File: src/rtl/spi_rx_fifo.sv
// rtl/spi_rx_fifo.sv - SPI slave receiver with synchronised inputs and a show-ahead receive FIFO
module spi_rx_fifo #(
  parameter int WORD_W     = 8,
  parameter int FIFO_DEPTH = 4,
  parameter int SPI_MODE   = 0,
  parameter int MSB_FIRST  = 1
) (
  input  logic              Clk,
  input  logic              RstN,
  input  logic              Sclk,
  input  logic              Mosi,
  input  logic              CSel,
  input  logic              DataRead,
  input  logic              OvrClr,
  output logic [WORD_W-1:0] DataOut,
  output logic              DataValid,
  output logic              FifoFull,
  output logic              Overrun,
  output logic              FrameActive,
  output logic              FrameEnd,
  output logic              PartialErr
);

  localparam int CNT_W = $clog2(WORD_W);
  localparam int AW    = $clog2(FIFO_DEPTH);
  localparam int PW    = AW + 1;
  // Modes 0 and 3 (CPOL == CPHA) sample on the rising edge, modes 1 and 2 on the falling edge
  localparam bit SAMPLE_RISE = (SPI_MODE == 0) || (SPI_MODE == 3);
  localparam logic [CNT_W-1:0] LAST_BIT = CNT_W'(WORD_W - 1);

  typedef enum logic {ST_IDLE = 1'b0, ST_ACTIVE = 1'b1} state_t;

  logic sclk_meta_q, sclk_sync_q, sclk_prev_q;
  logic mosi_meta_q, mosi_sync_q;
  logic csel_meta_q, csel_sync_q, csel_prev_q;

  state_t            state_q, state_d;
  logic [CNT_W-1:0]  bit_cnt_q, bit_cnt_d;
  logic [WORD_W-1:0] shift_q, shift_d;
  logic [WORD_W-1:0] shifted;
  logic              push_pend_q, push_pend_d;
  logic [WORD_W-1:0] push_word_q, push_word_d;
  logic              frame_active_q, frame_active_d;
  logic              frame_end_q, frame_end_d;
  logic              partial_err_q, partial_err_d;

  logic [PW-1:0]     wr_ptr_q, wr_ptr_d;
  logic [PW-1:0]     rd_ptr_q, rd_ptr_d;
  logic [WORD_W-1:0] mem_q [FIFO_DEPTH];
  logic [WORD_W-1:0] data_out_q, data_out_d;
  logic              data_valid_q, data_valid_d;
  logic              fifo_full_q, fifo_full_d;
  logic              overrun_q, overrun_d;

  logic sample_edge, csel_fall;
  logic fifo_empty, fifo_full_now, pop, push_ok, drop;

  // Two-flop synchronisers, plus one history flop on Sclk and CSel for edge detection
  always_ff @(posedge Clk or negedge RstN) begin
    if (!RstN) begin
      sclk_meta_q <= 1'b0;
      sclk_sync_q <= 1'b0;
      sclk_prev_q <= 1'b0;
      mosi_meta_q <= 1'b0;
      mosi_sync_q <= 1'b0;
      csel_meta_q <= 1'b0;
      csel_sync_q <= 1'b0;
      csel_prev_q <= 1'b0;
    end else begin
      sclk_meta_q <= Sclk;
      sclk_sync_q <= sclk_meta_q;
      sclk_prev_q <= sclk_sync_q;
      mosi_meta_q <= Mosi;
      mosi_sync_q <= mosi_meta_q;
      csel_meta_q <= CSel;
      csel_sync_q <= csel_meta_q;
      csel_prev_q <= csel_sync_q;
    end
  end

  // Edge detection on synchronised copies and the next shift-register value
  always_comb begin
    sample_edge = SAMPLE_RISE ? (sclk_sync_q & ~sclk_prev_q) : (~sclk_sync_q & sclk_prev_q);
    // A falling edge needs a high history bit, so a frame already open at reset release is skipped
    csel_fall   = csel_prev_q & ~csel_sync_q;
    if (MSB_FIRST != 0) shifted = {shift_q[WORD_W-2:0], mosi_sync_q};
    else                shifted = {mosi_sync_q, shift_q[WORD_W-1:1]};
  end

  // Frame FSM, bit assembly and frame-boundary pulses
  always_comb begin
    state_d       = state_q;
    bit_cnt_d     = bit_cnt_q;
    shift_d       = shift_q;
    push_pend_d   = 1'b0;
    push_word_d   = push_word_q;
    frame_end_d   = 1'b0;
    partial_err_d = 1'b0;
    case (state_q)
      ST_IDLE: begin
        if (csel_fall) state_d = ST_ACTIVE;
      end
      ST_ACTIVE: begin
        if (csel_sync_q) begin
          state_d       = ST_IDLE;
          frame_end_d   = 1'b1;
          partial_err_d = (bit_cnt_q != '0);
          bit_cnt_d     = '0;
          shift_d       = '0;
        end else if (sample_edge) begin
          shift_d = shifted;
          if (bit_cnt_q == LAST_BIT) begin
            // Word complete: hand it to the FIFO next cycle and start the next word at once
            bit_cnt_d   = '0;
            push_pend_d = 1'b1;
            push_word_d = shifted;
          end else begin
            bit_cnt_d = bit_cnt_q + CNT_W'(1);
          end
        end
      end
      default: state_d = ST_IDLE;
    endcase
    frame_active_d = (state_d == ST_ACTIVE);
  end

  // FIFO pointer arithmetic, overrun handling and the registered show-ahead head
  always_comb begin
    fifo_empty    = (wr_ptr_q == rd_ptr_q);
    fifo_full_now = (wr_ptr_q[AW] != rd_ptr_q[AW]) && (wr_ptr_q[AW-1:0] == rd_ptr_q[AW-1:0]);
    pop           = DataRead && !fifo_empty;
    // A pop in the same cycle frees the slot, so a full FIFO still accepts the word
    push_ok       = push_pend_q && (!fifo_full_now || pop);
    drop          = push_pend_q && fifo_full_now && !pop;
    rd_ptr_d      = rd_ptr_q + PW'(pop);
    wr_ptr_d      = wr_ptr_q + PW'(push_ok);
    data_valid_d  = (rd_ptr_d != wr_ptr_d);
    fifo_full_d   = (wr_ptr_d[AW] != rd_ptr_d[AW]) && (wr_ptr_d[AW-1:0] == rd_ptr_d[AW-1:0]);
    data_out_d    = data_out_q;
    if (data_valid_d) begin
      // The new head is either already stored or is the word being written this cycle
      if (rd_ptr_d == wr_ptr_q) data_out_d = push_word_q;
      else                      data_out_d = mem_q[rd_ptr_d[AW-1:0]];
    end
    // Set has priority over clear
    if (drop)        overrun_d = 1'b1;
    else if (OvrClr) overrun_d = 1'b0;
    else             overrun_d = overrun_q;
  end

  // FIFO storage; contents only matter behind valid pointers, so no reset is needed
  always_ff @(posedge Clk) begin
    if (push_ok) mem_q[wr_ptr_q[AW-1:0]] <= push_word_q;
  end

  // Control state, pointers and registered outputs
  always_ff @(posedge Clk or negedge RstN) begin
    if (!RstN) begin
      state_q        <= ST_IDLE;
      bit_cnt_q      <= '0;
      shift_q        <= '0;
      push_pend_q    <= 1'b0;
      push_word_q    <= '0;
      frame_active_q <= 1'b0;
      frame_end_q    <= 1'b0;
      partial_err_q  <= 1'b0;
      wr_ptr_q       <= '0;
      rd_ptr_q       <= '0;
      data_out_q     <= '0;
      data_valid_q   <= 1'b0;
      fifo_full_q    <= 1'b0;
      overrun_q      <= 1'b0;
    end else begin
      state_q        <= state_d;
      bit_cnt_q      <= bit_cnt_d;
      shift_q        <= shift_d;
      push_pend_q    <= push_pend_d;
      push_word_q    <= push_word_d;
      frame_active_q <= frame_active_d;
      frame_end_q    <= frame_end_d;
      partial_err_q  <= partial_err_d;
      wr_ptr_q       <= wr_ptr_d;
      rd_ptr_q       <= rd_ptr_d;
      data_out_q     <= data_out_d;
      data_valid_q   <= data_valid_d;
      fifo_full_q    <= fifo_full_d;
      overrun_q      <= overrun_d;
    end
  end

  assign DataOut     = data_out_q;
  assign DataValid   = data_valid_q;
  assign FifoFull    = fifo_full_q;
  assign Overrun     = overrun_q;
  assign FrameActive = frame_active_q;
  assign FrameEnd    = frame_end_q;
  assign PartialErr  = partial_err_q;

endmodule

File: config.mk
export PLATFORM = sky130hd
export DESIGN_NAME = spi_rx_fifo
export DESIGN_NICKNAME = d
export VERILOG_FILES = /design/src/rtl/spi_rx_fifo.sv
export SDC_FILE = /design/constraint.sdc
export NUM_CORES = 1
export LEC_CHECK = 0
export ABC_AREA = 1
export CORE_AREA = 2 2 85 87
export DETAILED_ROUTE_END_ITERATION = 8
export DIE_AREA = 0 0 87 89
export MAX_ROUTING_LAYER = met4
export PLACE_DENSITY = 0.69
export SLEW_MARGIN = 20
export SYNTH_ARGS = -nofsm -noshare
export SYNTH_HDL_FRONTEND = slang
export SYNTH_SLANG_ARGS = --single-unit
File: constraint.sdc
create_clock -name Clk -period 3.62 [get_ports Clk]
set_input_delay 0.724 -clock Clk [delete_from_list [all_inputs] [get_ports Clk]]
set_output_delay 0.724 -clock Clk [all_outputs]
set_load 0.03 [all_outputs]
# Yosys cells after proc, flatten, opt, wreduce, memory -nomap -nowiden
# Memories as Yosys holds them, arrays and structs flattened.
# Cells that the tools add are included.
[word_totals] regBits=47 ramBits=32 in_bits=7 out_inout_bits=14 wordCells=74 n_memories=1
[mem_list] memory="mem_q" depth=4 width=8 read_ports=1 rd_clocked_by_memory_dff=0 wr=1 line="49" source="logic [WORD_W-1:0] mem_q [FIFO_DEPTH];"
[classes] add_sub_neg=3 eq_ne=8 mux=21 n_bitwise=5 reduce_logical=15
[ops] cell="1-bit 2-to-1 mux" n=14
[ops] cell="7-bit 2-to-1 mux" n=2
[ops] cell="3-bit 2-to-1 mux" n=3
[ops] cell="8-bit 2-to-1 mux" n=1
[ops] cell="3-bit by 1-bit adder with 3-bit output" n=2
[ops] cell="3-bit == test" n=2
[ops] cell="1-bit logical AND" n=6
[ops] cell="2-bit == test" n=2
[ops] cell="4-bit AND reduction" n=1
[ops] cell="2-bit nonzero test" n=2
[ops] cell="3-bit by 1-bit adder with 3-bit output (second input constant)" n=1
[ops] cell="3-bit == test (second input constant)" n=1
[ops] cell="1-bit logical NOT" n=3
[ops] cell="3-bit inequality test" n=1
[ops] cell="1-bit inverter" n=3
[ops] cell="3-bit nonzero test" n=1
[ops] cell="1-bit AND" n=2
[ops] cell="1-bit inequality test" n=2
[ops] cell="1-bit one-hot mux with 2 select lines" n=1
[ops] cell="2-bit AND reduction" n=1
[ops] cell="1-bit logical OR" n=1

# Depth between registers and ports, before layout
# Gate-level depths: netlist (run 1).
[depth] ltp_word=8 mapped_depth=18 ltp_nobuf=18

# Least setup slack after synthesis (run 1)
# Ideal clock, no wire load.
[synth_timing] path_kind="reg2reg" start="reg wr_ptr_q[1]" end="reg data_out_q[0] (netlist: DataOut[0])" setup_ns=0.065 arrival_time_ns=2.093 required_ns=3.555 slack_ns=1.461 stages_incl_launch_ff=15 n_path_buf=0 period_less_slack_ns=2.159 path_cell_list="dfrtp_1 xnor2_1 nand2_1 nor2_1 nand2_1 nand2_1 inv_1 ha_1 ha_1 xor2_2 nor2_2 nand2_4 inv_4 nand2_1 nand2_1"
[synth_via] elab_chain_len=7 elab_cells_between_ends=14 classes_between="2 x add/sub; 4 x eq/ne; 1 x mux; 6 x reduce/logical; 1 x memory"
[synth_rtl] item="start, declared" line="47" source="logic [PW-1:0] wr_ptr_q, wr_ptr_d;"
[synth_rtl] item="start signal, assigned" line="182" source="wr_ptr_q <= wr_ptr_d;"
[synth_rtl] item="3-bit == test or 2-bit == test (tied branches)" line="129, 130"
[synth_rtl] item="1-bit logical NOT or 1-bit logical AND (tied branches)" line="131, 130"
[synth_rtl] item="1-bit logical AND or 1-bit logical NOT (tied branches)" line="131, 133"
[synth_rtl] item="1-bit logical OR" line="133" source="push_ok = push_pend_q && (!fifo_full_now || pop);"
[synth_rtl] item="1-bit logical AND" line="133"
[synth_rtl] item="3-bit by 1-bit adder with 3-bit output (*)" line="136" source="wr_ptr_d = wr_ptr_q + PW'(push_ok);"
[synth_rtl] item="via wr_ptr_d[1]" line="47"
[synth_rtl] item="3-bit inequality test (*)" line="137" source="data_valid_d = (rd_ptr_d != wr_ptr_d);"
[synth_rtl] item="via data_valid_d" line="51" source="logic data_valid_q, data_valid_d;"
[synth_rtl] item="end signal, assigned" line="184" source="data_out_q <= data_out_d;"
[synth_rtl] item="end, declared" line="50" source="logic [WORD_W-1:0] data_out_q, data_out_d;"
# The timed path passes the listed nets; every way through them passes the cells marked *.
# A chain may end at the register's enable or synchronous reset.

# Worst setup path after layout (run 1)
[layout_timing] start="in DataRead" end="reg data_out_q[1] (netlist: DataOut[1])"
[layout_via] elab_cells_between_ends=9 classes_between="2 x add/sub; 2 x eq/ne; 1 x mux; 3 x reduce/logical; 1 x memory"
[layout_lines] item="start, declared" line="13" source="input logic DataRead,"
[layout_lines] item="1-bit logical AND (*)" line="131" source="pop = DataRead && !fifo_empty;"
[layout_lines] item="3-bit by 1-bit adder with 3-bit output (*)" line="135" source="rd_ptr_d = rd_ptr_q + PW'(pop);"
[layout_lines] item="via rd_ptr_d[0]" line="48" source="logic [PW-1:0] rd_ptr_q, rd_ptr_d;"
[layout_lines] item="memory 4 x 8 bit or 3-bit == test (tied branches)"
[layout_lines] item="8-bit 2-to-1 mux" line="142" source="if (rd_ptr_d == wr_ptr_q) data_out_d = push_word_q;"
# Marks and branches as above.

==> impl_metrics.json, run 1 <==
{
  "fmax_mhz": 416,
  "core_um2": 6720,
  "outcome": "finished clean",
  "utilization_pct": 55.8,
  "clkLatencyLatePin_ns": 0.35,
  "async_flop_share_pct": 59.5,
  "die_h_um": 89,
  "vias": 2153,
  "fin_crit_ns": 2.40,
  "drv_slew": 0,
  "startpoint": "DataRead",
  "cp_max_fo": 17,
  "portBuffers": 20,
  "via_per_inst": 5.04,
  "syn_to_final_growth_pct": 14.1,
  "yosys.cell_count.top_type": "nand2_1",
  "syn_area_per_cell_um2": 10.5,
  "vdd.ir_drop.worst_v": 0.000326,
  "hold_viol": 0,
  "cts_tree": "built",
  "setup_viol": 0,
  "synth_top_cell_area_share_pct": 35.8,
  "synth_commonest_cells": "111 x nand2_1, 47 x dfrtp_1, 43 x nand3_1",
  "firstDrtPassIters": 4,
  "cts_root_buffer": "clkbuf_8",
  "clk_pin_slew_ns": 0.07,
  "cts.sinks": 79,
  "wl_per_cell_um": 14.9,
  "ant_nets": 0,
  "drtIter0Drc": 167,
  "synthesis.nets": 328,
  "rsz0062_at_grt": "false",
  "slew_headroom_pct": 38.5,
  "post_cts_resized": 0,
  "htree_num_levels": 3,
  "hold-worst-slack_ns": 0.353,
  "cts-hold-fix-buffers": 0,
  "yosysUniqueCellTypes": 26,
  "p_leak_nw": 1.73,
  "layout-drive-gt1-share_pct": 10.1,
  "dp_cells": 411,
  "die_w_um": 87,
  "finalPower_mw": 2.29,
  "fillCellCount": 578,
  "fp-row-count": 30,
  "overflow": 0,
  "worstHoldStart": "mosi_meta_q",
  "skew_ns": 0.00723,
  "grt_util_all_layers_pct": 19.2,
  "yosys.area.top_type": "dfrtp_1",
  "cts_inserted_buffers": 9,
  "netlist_area_um2": 3280,
  "synth-seq-area-share_pct": 65.1,
  "fin_crit_sh_pct": 66.4,
  "nNetsFinal": 356,
  "power_density_nw_per_um2": 611,
  "maxCapViolCount": 0,
  "tns_ns": 0,
  "drc": 0,
  "dieArea_um2": 7740,
  "routed_wl_um": 6350,
  "max_slew.worst_pin.slew_ns": 0.920,
  "antenna_found_initial": 0,
  "initial_core_util_pct": 48.9,
  "cp.arrival_ns": 2.69,
  "synth_area_leaders": "dfrtp_1 36%, edfxtp_1 29%, nand2_1 13%",
  "ys_ff_latch": 79,
  "critPathRequiredTime_ns": 3.91,
  "synth-edff-count": 32,
  "clockBufferDepth": 2,
  "setup.worst_path.start_class": "input port",
  "gp_routability_congestion": 0.809,
  "critPathKind": "input port to register",
  "ys.flop_type": "dfrtp_1",
  "grt_pass1_wl_um": 10600,
  "diodes": 0,
  "critPathCaptureType": "register",
  "grt_max_degree": 48,
  "postCtsSetupRepairBufs": 0,
  "worstHoldPathType": "register to register",
  "ys_warn_count": 0,
  "boundaryPins": 21,
  "final_cell_count_no_fill": 427,
  "syn_inst": 314,
  "dp_hpwl_um": 4420,
  "grt_pass1_vias": 2098,
  "r2r-start": "wr_ptr_q[1]"
}
==> power breakdown <==
group          internal (mW)  switching [mW]
combinational          0.222           0.431
clock                  0.337           0.294
sequential             0.975          0.0308
==> routing by layer <==
layer / global-route usage, % / share of wire [%] / up-vias
met5: - / 0 / -
met4: 9.23 / 1.5 / 0
met3: 2.86 / 3.6 / 9
met2: 30.6 / 50 / 45
met1: 24.3 / 45 / 1020
li1: - / - / 1079
==> stage by stage <==
step / area, um^2 / worst slack (ns)
6_report: 3750 / 1.22
3_5_place_dp: 3550 / 0.855
5_1_grt: 3750 / 0.973
3_3_place_gp: 3550 / 0.914
2_1_floorplan: 3280 / 1.46
4_1_cts: 3750 / 1.22
==> worst max-delay path, stage by stage <==
cell	delay, ns
clkdlybuf4s50_1	0.42
nand2_1	0.07
inv_1	0.04
ha_1	0.54
inv_4	0.18
nand2_2	0.12
nand2_4	0.07
nor2_8	0.17
nand2_4	0.11
nand2_1	0.09
nand3_1	0.08
nand2_1	0.07
==> state kept, by name, summed over array words and instances (netlist names), 3 cells and up <==
register,count
push_word_q,8
bit_cnt_q,3
rd_ptr_q,3
mem_q,32
DataOut,8
shift_q,7
wr_ptr_q,3
==> final cells by class <==
| class | instances | area (um^2) | area share [%] |
|---|---|---|---|
| clock buffers | 13 | 149 | 3.97 |
| clock inverters | 3 | 42.5 | 1.13 |
| well taps | 80 | 100 | 2.67 |
| inverters | 29 | 115 | 3.07 |
| flip-flops and latches | 79 | 2140 | 57.0 |
| multi-input cells | 201 | 992 | 26.5 |
| repair buffers | 22 | 213 | 5.67 |
==> placed cells by master, fill, tap and decap left out <==
master and n:
a21oi_1 1, buf_4 3, bufinv_16 1, clkbuf_1 3, clkbuf_8 10, clkdlybuf4s50_1 19
clkinv_1 1, clkinv_2 2, clkinvlp_4 1, dfrtp_1 47, edfxtp_1 32, ha_1 7
inv_1 20, inv_2 5, inv_4 2, nand2_1 111, nand2_2 3, nand2_4 5
nand3_1 43, nand3b_1 1, nor2_1 9, nor2_2 1, nor2_8 1, nor3_1 1
o21ai_0 8, o22ai_1 6, xnor2_1 2, xor2_1 1, xor2_2 1
==> cell families (layout without fill, tap and decap cells) <==
kind of cell | count (synthesis) | after routing | synth area share (%)
XOR/XNOR | 4 | 4 | 1.30
AO/OA/AOI/OAI | 15 | 15 | 2.51
AND/OR/NAND/NOR | 175 | 175 | 23.7
adder cells (fa/ha/maj) | 7 | 7 | 2.67
buffers and inverters | 34 | 67 | 4.72
flip-flops | 79 | 79 | 65.1
==> worst paths after layout <==
check	to	slack, ns	cells past startpoint
worst max-delay path	DataOut[1]	1.22	12
worst min-delay path	mosi_sync_q	0.35	0
worst max register to register	DataOut[1]	1.24	13
worst min register to register	mosi_sync_q	0.35	0
max in group asynchronous	shift_q[4]	2.85	1
min in group asynchronous	FifoFull	0.38	1
(Power assumes the default switching activity.)
==> run 2, diff against run 1 <==
- PLACE_DENSITY: 0.69 -> 0.72
- clock period: 3.62 -> 2.2 ns (I/O delays scaled with it)
==> impl_metrics.json, run 2 (synthesized netlist as in run 1, its figures left out) <==
{
  "hold_viol": 0,
  "largest_reg_flops": 32,
  "core_um2": 6720,
  "overflow": 0,
  "gp_routability_congestion": 0.789,
  "grt_util_all_layers_pct": 18.2,
  "fin_crit_sh_pct": 100,
  "initial_core_util_pct": 48.9,
  "cts.sinks": 79,
  "cts_tree": "built",
  "drv_slew": 0,
  "combPwrFrac_pct": 33.4,
  "htree_num_levels": 3,
  "die_w_um": 87,
  "clk_pin_slew_ns": 0.09,
  "setup_viol": 2,
  "final_common_cell": "nand2_1",
  "diodes": 0,
  "vdd.ir_drop.worst_v": 0.000495,
  "power_frac_seq_pct": 41.9,
  "ant_nets": 0,
  "antenna_found_initial": 0,
  "drc": 0,
  "critPathRequiredTime_ns": 2.49,
  "dp_cells": 428,
  "cp.arrival_ns": 2.50,
  "routed_wl_um": 6590,
  "switchingPower_mw": 1.44,
  "grt_max_degree": 30,
  "grt_pass1_vias": 2155,
  "slew_headroom_pct": 59.6,
  "violations": "negative setup slack",
  "fp-row-count": 30,
  "setup.worst_path.start_class": "register",
  "skew_ns": 0.0126,
  "cts_inserted_buffers": 9,
  "grt_pass1_wl_um": 10100,
  "critPathKind": "register to register",
  "power_density_nw_per_um2": 972,
  "fmax_mhz": 453,
  "boundaryPins": 21,
  "worstHoldPathType": "input port to asynchronous set/reset pin",
  "maxCapViolCount": 0,
  "final_cell_mix": "100 x nand2_1, 46 x dfrtp_1, 41 x nand3_1, 32 x edfxtp_1, 23 x buf_4",
  "firstDrtPassIters": 4,
  "die_h_um": 89,
  "fillCellCount": 519,
  "wl_per_cell_um": 14.6,
  "outcome": "finished, violations left",
  "p_clk_share_pct": 24.6,
  "p_leak_nw": 1.87,
  "dp_hpwl_um": 4410,
  "drtIter0Drc": 137,
  "portBuffers": 20,
  "cts-hold-fix-buffers": 0,
  "syn_to_final_growth_pct": 24.2,
  "fin_crit_ns": 2.21,
  "p_sw_share_pct": 36.3,
  "critPathCaptureType": "register",
  "internal-power_mw": 2.53,
  "nNetsFinal": 381,
  "rsz0062_at_grt": "true",
  "utilization_pct": 60.7,
  "clkLatencyLatePin_ns": 0.35,
  "cp_max_fo": 8,
  "cts_root_buffer": "clkbuf_8",
  "layout-drive-gt1-share_pct": 22.6,
  "clockBufferDepth": 2,
  "dieArea_um2": 7740,
  "vias": 2295,
  "finalWorstSetupSlack_ns": -0.00529,
  "final_cell_count_no_fill": 452,
  "via_per_inst": 5.08,
  "max_slew.worst_pin.slew_ns": 0.606
}
-- run 2: timing repair --
item | CTS | global route
setup endpoints to repair | 8 | 10
buffers inserted | 3 | 3
gates cloned | 0 | 2
pin swaps | 1 | 9
gates resized for setup | 4 | 27
-- run 2: power groups by stage --
stage | clock [mW] | sequential [mW] | combinational (mW)
finish | 0.978 | 1.66 | 1.33
global route | 1.06 | 1.67 | 1.43
CTS | 0.985 | 1.66 | 1.17
detailed placement | 0 | 1.69 | 1.15
global placement | 0 | 1.69 | 1.13
floorplan | 0 | 1.78 | 0.684
-- run 2: final cells by class --
cell class | count | area (um^2) | share of cell area (%)
clock inverter | 7 | 55.1 | 1.35
sequential | 79 | 2140 | 52.4
inverter | 29 | 120 | 2.94
multi-input combinational | 203 | 1140 | 28.0
clock buffer | 9 | 124 | 3.04
timing repair buffer | 45 | 399 | 9.78
tap | 80 | 100 | 2.45
-- run 2: metal layers --
layer | global-route usage [%] | share of wire (%) | vias up | routed length, um
met5 | - | 0 | - | 0
met4 | 6.82 | 1.4 | 0 | 95
met3 | 4.25 | 4.8 | 8 | 316
met2 | 30.4 | 52 | 48 | 3450
met1 | 21.6 | 41 | 1100 | 2720
li1 | - | - | 1139 | -
-- run 2: worst max-delay path, stage by stage, from the launching register on --
cell	delay [ns]
dfrtp_2	0.44
xnor2_2	0.19
buf_4	0.13
nand3_1	0.06
nand2_1	0.06
inv_1	0.04
ha_2	0.18
ha_4	0.23
buf_6	0.13
xor2_4	0.15
nor2_4	0.20
nand2_8	0.11
inv_8	0.09
nand2_1	0.05
nand2_1	0.07
-- run 2: worst paths after layout --
path	startpoint	cells past startpoint	slack (ns)	end
setup / recovery	rd_ptr_q[1]	14	-0.005	DataOut[2]
hold / removal	RstN	1	0.08	FifoFull
setup reg to reg	rd_ptr_q[1]	14	-0.005	DataOut[2]
hold reg to reg	sclk_meta_q	0	0.35	sclk_sync_q
max in group asynchronous	RstN	2	1.53	DataOut[7]
min in group Clk	sclk_meta_q	0	0.35	sclk_sync_q
-- run 2: per-stage QoR --
step / setup TNS, ns / cell area (um^2) / hold slack, ns / setup slack (ns) / power (mW)
after global routing: -0.788 / 4080 / 0.139 / -0.0989 / 4.16
after floorplan: 0 / 3280 / 0.144 / 0.0415 / 2.46
final: -0.00821 / 4080 / 0.0849 / -0.00529 / 3.97
after global placement: -0.976 / 3690 / 0.334 / -0.119 / 2.82
after detailed placement: -1.37 / 3690 / 0.338 / -0.152 / 2.84
after CTS: 0 / 3930 / 0.104 / 0.0411 / 3.81
